`src/rtl/tapa_fsm_pkg.sv`:
```
// State encodings shared by the upper ap_ctrl sequencer and its per-child controllers.
package tapa_fsm_pkg;

    typedef enum logic [1:0] {
        IDLE  = 2'b00,
        BUSY  = 2'b01,
        DRAIN = 2'b11,
        DONE  = 2'b10
    } top_state_t;

    typedef enum logic [1:0] {
        C_IDLE  = 2'b00,
        C_START = 2'b01,
        C_RUN   = 2'b11,
        C_DONE  = 2'b10
    } child_state_t;

    // Drain counter width; never narrower than one bit so DRAIN_CYCLES=0 still elaborates.
    function automatic int cnt_width(input int n);
        return (n < 1) ? 1 : $clog2(n + 1);
    endfunction

endpackage

```
`src/rtl/tapa_child_ctrl.sv`:
```
// Drives one child task through the ap_ctrl handshake and reports when it has finished.
module tapa_child_ctrl
    import tapa_fsm_pkg::*;
(
    input  logic clk,
    input  logic rst_n,
    input  logic launch,
    input  logic release_run,
    input  logic detached,
    input  logic ready,
    input  logic done,
    output logic start,
    output logic is_done
);

    child_state_t state_q;
    child_state_t state_d;

    always_ff @(posedge clk or negedge rst_n) begin
        if (!rst_n) begin
            state_q <= C_IDLE;
        end else begin
            state_q <= state_d;
        end
    end

    // A detached child returns to idle on ready and is never awaited.
    always_comb begin
        state_d = state_q;
        case (state_q)
            C_IDLE: begin
                if (launch) state_d = C_START;
            end
            C_START: begin
                if (ready) begin
                    if (detached)  state_d = C_IDLE;
                    else if (done) state_d = C_DONE;
                    else           state_d = C_RUN;
                end
            end
            C_RUN: begin
                if (done) state_d = C_DONE;
            end
            C_DONE: begin
                if (release_run) state_d = C_IDLE;
            end
            default: state_d = C_IDLE;
        endcase
    end

    assign start   = (state_q == C_START);
    assign is_done = (state_q == C_DONE);

endmodule

```
`src/rtl/tapa_upper_fsm_multi.sv`:
```
// Upper-level ap_ctrl sequencer: launches N_CHILD children in parallel, waits on the attached
// ones, optionally drains, then pulses ap_done/ap_ready.
module tapa_upper_fsm_multi
    import tapa_fsm_pkg::*;
#(
    parameter int                 N_CHILD      = 2,
    parameter int                 SCALAR_W     = 64,
    parameter logic [N_CHILD-1:0] DETACH_MASK  = '0,
    parameter int                 DRAIN_CYCLES = 0
) (
    input  logic                          ap_clk,
    input  logic                          ap_rst_n,
    input  logic                          ap_start,
    output logic                          ap_ready,
    output logic                          ap_done,
    output logic                          ap_idle,
    input  logic [SCALAR_W-1:0]           scalar_in,
    output logic [N_CHILD*SCALAR_W-1:0]   child_scalar,
    output logic [N_CHILD-1:0]            child_ap_start,
    input  logic [N_CHILD-1:0]            child_ap_ready,
    input  logic [N_CHILD-1:0]            child_ap_done,
    input  logic [N_CHILD-1:0]            child_ap_idle
);

    localparam int               CNT_W    = cnt_width(DRAIN_CYCLES);
    localparam logic [CNT_W-1:0] CNT_LOAD = CNT_W'((DRAIN_CYCLES > 0) ? DRAIN_CYCLES - 1 : 0);

    top_state_t           top_q;
    top_state_t           top_d;
    logic [CNT_W-1:0]     cnt_q;
    logic [CNT_W-1:0]     cnt_d;
    logic [SCALAR_W-1:0]  scalar_q;
    logic                 launch;
    logic                 release_run;
    logic                 all_done;
    logic [N_CHILD-1:0]   child_is_done;

    assign launch      = (top_q == IDLE) && ap_start;
    assign release_run = (top_q == DONE);
    assign all_done    = &(child_is_done | DETACH_MASK);

    always_ff @(posedge ap_clk or negedge ap_rst_n) begin
        if (!ap_rst_n) begin
            top_q    <= IDLE;
            cnt_q    <= '0;
            scalar_q <= '0;
        end else begin
            top_q <= top_d;
            cnt_q <= cnt_d;
            if (launch) scalar_q <= scalar_in;
        end
    end

    // Drain loads DRAIN_CYCLES-1 and exits on zero, giving exactly DRAIN_CYCLES drain cycles.
    always_comb begin
        top_d = top_q;
        cnt_d = cnt_q;
        case (top_q)
            IDLE: begin
                if (ap_start) top_d = BUSY;
            end
            BUSY: begin
                if (all_done) begin
                    if (DRAIN_CYCLES == 0) begin
                        top_d = DONE;
                    end else begin
                        top_d = DRAIN;
                        cnt_d = CNT_LOAD;
                    end
                end
            end
            DRAIN: begin
                if (cnt_q == '0) top_d = DONE;
                else             cnt_d = cnt_q - CNT_W'(1);
            end
            DONE: begin
                top_d = IDLE;
            end
            default: top_d = IDLE;
        endcase
    end

    assign ap_done      = (top_q == DONE);
    assign ap_ready     = ap_done;
    assign ap_idle      = (top_q == IDLE);
    assign child_scalar = {N_CHILD{scalar_q}};

    for (genvar g = 0; g < N_CHILD; g++) begin : g_child
        tapa_child_ctrl u_child (
            .clk         (ap_clk),
            .rst_n       (ap_rst_n),
            .launch      (launch),
            .release_run (release_run),
            .detached    (DETACH_MASK[g]),
            .ready       (child_ap_ready[g]),
            .done        (child_ap_done[g]),
            .start       (child_ap_start[g]),
            .is_done     (child_is_done[g])
        );
    end

    // Child idle is observed only; it has no influence on sequencing.
    logic unused_child_idle;
    assign unused_child_idle = ^child_ap_idle;

endmodule

```
`config.mk`:
```
export PLATFORM = sky130hd
export DESIGN_NAME = tapa_upper_fsm_multi
export DESIGN_NICKNAME = d
export VERILOG_FILES = /design/src/rtl/tapa_fsm_pkg.sv /design/src/rtl/tapa_child_ctrl.sv /design/src/rtl/tapa_upper_fsm_multi.sv
export SDC_FILE = /design/constraint.sdc
export NUM_CORES = 1
export LEC_CHECK = 0
export CAP_MARGIN = 10
export CORE_UTILIZATION = 36
export CTS_BUF_LIST = sky130_fd_sc_hd__clkbuf_8 sky130_fd_sc_hd__clkbuf_16
export CTS_CLUSTER_DIAMETER = 50
export DETAILED_ROUTE_END_ITERATION = 10
export GPL_TIMING_DRIVEN = 0
export PLACE_DENSITY = 0.8
export SLEW_MARGIN = 20
export SYNTH_ARGS = -nofsm -noshare
export SYNTH_HDL_FRONTEND = slang
export SYNTH_SLANG_ARGS = --single-unit
```
`constraint.sdc`:
```
create_clock -name ap_clk -period 1.7 [get_ports ap_clk]
set_input_delay 0.51 -clock ap_clk [delete_from_list [all_inputs] [get_ports ap_clk]]
set_output_delay 0.51 -clock ap_clk [all_outputs]
set_load 0.005 [all_outputs]
```
; Word level (Yosys, flattened, before mapping)
; Index checks and enable logic that the tools add are counted.
[op_classes]
n_addsub = 1
eq_ne = 20
mux = 15
reduce_logical = 8
[op_table]
columns = cell, count
row1 = one-hot mux 2 bit (4 select lines), 3
row2 = "!= test 2 bit, second input constant", 10
row3 = two-way mux 2 bit, 9
row4 = "== test 2 bit, second input constant", 6
row5 = AND reduction 4 bit, 2
row6 = "== test 2 x 1 -> 1 bit, second input constant", 3
row7 = zero test 2 bit, 3
row8 = two-way mux 1 bit, 3
row9 = AND reduction 3 bit, 1
row10 = "!= test 2 x 1 -> 1 bit, second input constant", 1
row11 = AND reduction 2 bit, 1
row12 = logical AND 1 bit, 1
row13 = "subtractor 1 bit, second input constant", 1
[word_totals]
register_bits = 71
input_bits = 73
output_inout_bits = 133
elab_cells = 49

; Logic depth before layout (Yosys ltp)
[logic_depth]
depth_word = 4
depth_mapped = 4
ltp_nobuf = 2

; Hierarchy
; Synthesis repeated with hierarchy kept, for this count alone.
[unflattened]
cells_unflattened = 234
area_unflattened_um2 = 3208.1
[modules_own_cells]
columns = mod, instances, cells_per_inst, area_each_um2, seq_area_each_um2
row1 = tapa_upper_fsm_multi, 1, 210, 2982.9, 1651.6
row2 = tapa_child_ctrl, 2, 12, 112.6, 50.0

; Worst setup path after synthesis
; Ideal clock, no wire load.
[synth_path]
path_kind = input -> register
start = input port ap_start
end = register scalar_q[10]
setup_time_ps = 127
t_arrival_ps = 1337
required_time_ps = 1573
setup_slack_ps = 235
path_stages = 4
path_buffers = 2
cell_sequence = nor3b_2 > buf_6 > buf_6 > mux2_1
[synth_between]
elab_chain_len = 1
[synth_lines]
columns = element, line
row1 = start: declaration, tapa_upper_fsm_multi.sv:13  ; input logic ap_start,
row2 = logical AND 1 bit, tapa_upper_fsm_multi.sv:38  ; assign launch = (top_q == IDLE) && ap_start;
row3 = end signal: assignment, tapa_upper_fsm_multi.sv:50  ; if (launch) scalar_q <= scalar_in;
row4 = end: declaration, tapa_upper_fsm_multi.sv:32  ; logic [SCALAR_W-1:0] scalar_q;
; No other way between the ends.
; A chain may end at the register's enable or synchronous reset.

; Final worst setup path
[layout_path]
start = register top_q[0]
end = output port ap_idle
[layout_between]
elab_chain_len = 1
[layout_lines]
columns = element, line
row1 = start: declaration, tapa_upper_fsm_multi.sv:28  ; top_state_t top_q;
row2 = start signal: assignment, tapa_upper_fsm_multi.sv:48  ; top_q <= top_d;
row3 = zero test 2 bit, tapa_upper_fsm_multi.sv:85  ; assign ap_idle = (top_q == IDLE);
row4 = end: declaration, tapa_upper_fsm_multi.sv:16  ; output logic ap_idle,
; No other way between the ends.

==> impl_metrics.sql <==
INSERT INTO impl_metrics (metric_group, metric, value, unit) VALUES
('outcome', 'status', 'finished, violations left', ''),
('outcome', 'failing_checks', 'setup timing', ''),
('sta', 'shortest_period_the_worst_path_allows', '1.77', 'ns'),
('power_and_ir_drop', 'power.combinational.fraction', '0.561', ''),
('place', 'post-dp-hpwl', '6320', 'um'),
('floorplan', 'design.core.area', '8380', 'sq um'),
('sta', 'layout_setup_ws', '-0.0727', 'ns'),
('setup_path', 'setup.reg_to_reg.worst_slack', '-0.06', 'ns'),
('yosys', 'synthesis.area', '3180', 'sq um'),
('setup_path', 'worstPathRequired', '1.19', 'ns'),
('drt', 'route.antenna.remaining_nets', '0', ''),
('sta', 'normalized_max_slew_margin', '0.737', ''),
('drt', 'vias_per_cell', '4.40', ''),
('power_and_ir_drop', 'power.total', '10.6', 'mW'),
('clock_tree', 'cts-buffers-inserted', '9', ''),
('yosys', 'synth_cell_types', '16', ''),
('yosys', 'postSynthNetCount', '302', ''),
('power_and_ir_drop', 'powerDensity', '1810', 'nW/um^2'),
('setup_path', 'crit_family', 'buffers and inverters', ''),
('sta', 'fin_crit_sh', '1.04', ''),
('place', 'routabilityCongestion', '0.660', ''),
('setup_path', 'cpPeakStageDelay', '0.42', 'ns'),
('yosys', 'synth_seq_cells', '70', ''),
('drt', 'routed-via-count', '2557', ''),
('sta', 'drv_slew', '0', ''),
('drt', 'firstDrtPassIters', '4', ''),
('finish', 'area_taken_by_multi_input_logic_gates', '1010', 'sq um'),
('sta', 'rsz0062_at_grt', 'yes', ''),
('setup_path', 'endpoint_of_the_most_critical_register_to_register_path', 'scalar_q[41]$_DFFE_PN0P_', ''),
('sta', 'fin_skew', '0.00724', 'ns'),
('floorplan', 'initial_core_util', '0.379', ''),
('place', 'detailed_place.area', '5360', 'sq um'),
('setup_path', 'critical_path.most_common_cell', 'sky130_fd_sc_hd__buf_6', ''),
('global_route', 'antenna_found_initial', '0', ''),
('finish', 'num_antenna_cells', '0', ''),
('setup_path', 'path_class', 'flip-flop to output pin', ''),
('drt', 'route.detailed.wl_per_inst', '15.1', 'um'),
('finish', 'layout.area.seq', '1750', 'sq um'),
('finish', 'fraction_of_final_layout_cells_sized_beyond_drive_strength_1', '0.401', ''),
('sta', 'final_hold_viol_count', '0', ''),
('finish', 'flow.area_growth_from_synthesis', '84.3', '%'),
('floorplan', 'io_pins', '206', ''),
('yosys', 'async_reset_ff_frac', '1.00', ''),
('finish', 'design_area', '5860', 'sq um'),
('setup_path', 'cp-start-kind', 'flip-flop', ''),
('setup_path', 'worst_r2r_path_depth', '7', ''),
('place', 'portBuffers', '203', ''),
('drt', 'wirelength', '8760', 'um'),
('yosys', 'synth_seq_area_share', '0.551', ''),
('setup_path', 'crit_fanout', '2', ''),
('floorplan', 'rows', '33', ''),
('drt', 'drt-initial-drc-count', '30', ''),
('sta', 'finalSetupViolCount', '15', ''),
('flow_run', 'maxCapViolations', '0', ''),
('clock_tree', 'cts_tree', 'built', ''),
('drt', 'drc', '0', ''),
('yosys', 'synth_top_cell_area_share', '0.551', ''),
('clock_tree', 'root_buffer', 'sky130_fd_sc_hd__clkbuf_8', ''),
('global_route', 'global_route_total_usage_across_every_layer', '0.199', ''),
('sta', 'worst_pin_slew', '0.389', 'ns'),
('power_and_ir_drop', 'p_seq_frac', '0.301', ''),
('setup_path', 'timing.critical_path.buf_inv', '4', ''),
('power_and_ir_drop', 'power_switching_share', '0.287', ''),
('power_and_ir_drop', 'cellLeakagePower', '2.90', 'nW'),
('floorplan', 'fp.dieH', '96.0', 'um'),
('setup_path', 'worst_setup_path_end_kind', 'output pin', ''),
('global_route', 'grt_pass1_vias', '2711', ''),
('yosys', 'synth_enable_flop_cells', '0', ''),
('yosys', 'synth-main-ff-cell', 'sky130_fd_sc_hd__dfrtp_1', ''),
('clock_tree', 'insertion_delay_of_the_later_clocked_pin_in_the_worst_skew_pair', '0.33', 'ns'),
('floorplan', 'die_width', '96.0', 'um');
stage by stage:
| step | setup slack (ns) | TNS, ns | std cells | hold slack [ns] | utilization |
|---|---|---|---|---|---|
| floorplan | 0.235 | 0 | 229 | 0.214 | - |
| global placement | -2.26 | -182.24 | 537 | 0.492 | 0.637 |
| detailed placement | -0.434 | -24.58 | 538 | 0.458 | 0.639 |
| CTS | -0.139 | -3.58 | 585 | 0.0927 | 0.712 |
| global route | -0.134 | -2.12 | 581 | 0.113 | 0.699 |
| finish | -0.0727 | -0.668 | 581 | 0.102 | 0.699 |
per-layer routing:
layer,vias up,GRT usage,share of wire
li1,1189,-,-
met5,-,0,0
met4,0,0.0572,0.012
met3,9,0.0529,0.081
met2,113,0.367,0.53
met1,1246,0.223,0.38
worst max path at each step:
| stage | from | to | cells past startpoint | slack (ns) |
|---|---|---|---|---|
| floorplan | ap_start | scalar_q[10]$_DFFE_PN0P_ | 4 | 0.24 |
| finish | top_q[0]$_DFFE_PN0P_ | ap_idle | 5 | -0.07 |
| detailed placement | ap_start | scalar_q[11]$_DFFE_PN0P_ | 5 | -0.43 |
| global route | top_q[0]$_DFFE_PN0P_ | scalar_q[42]$_DFFE_PN0P_ | 7 | -0.13 |
| global placement | ap_rst_n | scalar_q[30]$_DFFE_PN0P_ | 1 | -2.26 |
| CTS | top_q[0]$_DFFE_PN0P_ | ap_idle | 5 | -0.14 |
flip-flops by register name, summed over array words and instances, names as in the netlist:
register and flops:
scalar_q 64, g_child.u_child.state_q 4, top_q 2
power by group through the flow:
stage | combinational (mW) | clock, mW | sequential [mW]
global placement | 5.85 | 0 | 3.20
global route | 6.45 | 1.57 | 3.32
CTS | 6.16 | 1.50 | 3.19
finish | 5.94 | 1.47 | 3.18
floorplan | 2.32 | 0 | 3.18
detailed placement | 5.98 | 0 | 3.26
logic make-up (layout without fill, tap and decap cells):
| logic type | count (synthesis) | in the layout | share of synthesized area |
|---|---|---|---|
| flops | 70 | 70 | 0.551 |
| simple gates | 9 | 9 | 0.0177 |
| mux | 64 | 64 | 0.227 |
| compound gates | 10 | 10 | 0.0197 |
| buf+inv | 76 | 323 | 0.185 |
final cells by class:
cell class | count | area share
Buffer | 68 | 0.0903
Clock buffer | 9 | 0.0211
Clock inverter | 7 | 0.0167
Inverter | 2 | 0.00128
Multi-Input combinational cell | 83 | 0.172
Sequential cell | 70 | 0.299
Tap cell | 105 | 0.0224
Timing Repair Buffer | 237 | 0.377
placed cells by master, fill, tap and decap left out, drive strengths merged, types with 2 or more instances in the layout:
master and instances:
dlygate4sd2 128, buf 105, dfrtp 70, clkdlybuf4s50 68
mux2 64, clkbuf 11, o21ai 6, nor2 4
nor2b 3, inv 3, a22o 2, bufinv 2
clkinvlp 2, clkinv 2
repair_timing:
| item | 4_1_cts | 5_1_grt |
|---|---|---|
| pin swaps | 2 | 2 |
| gates cloned | 5 | 0 |
| setup buffers | 27 | 8 |
| resized for setup | 198 | 14 |
| hold endpoints to repair | 0 | 0 |
| endpoints found under the setup margin | 191 | 55 |
No activity file was read; power rests on OpenSTA's default activity.
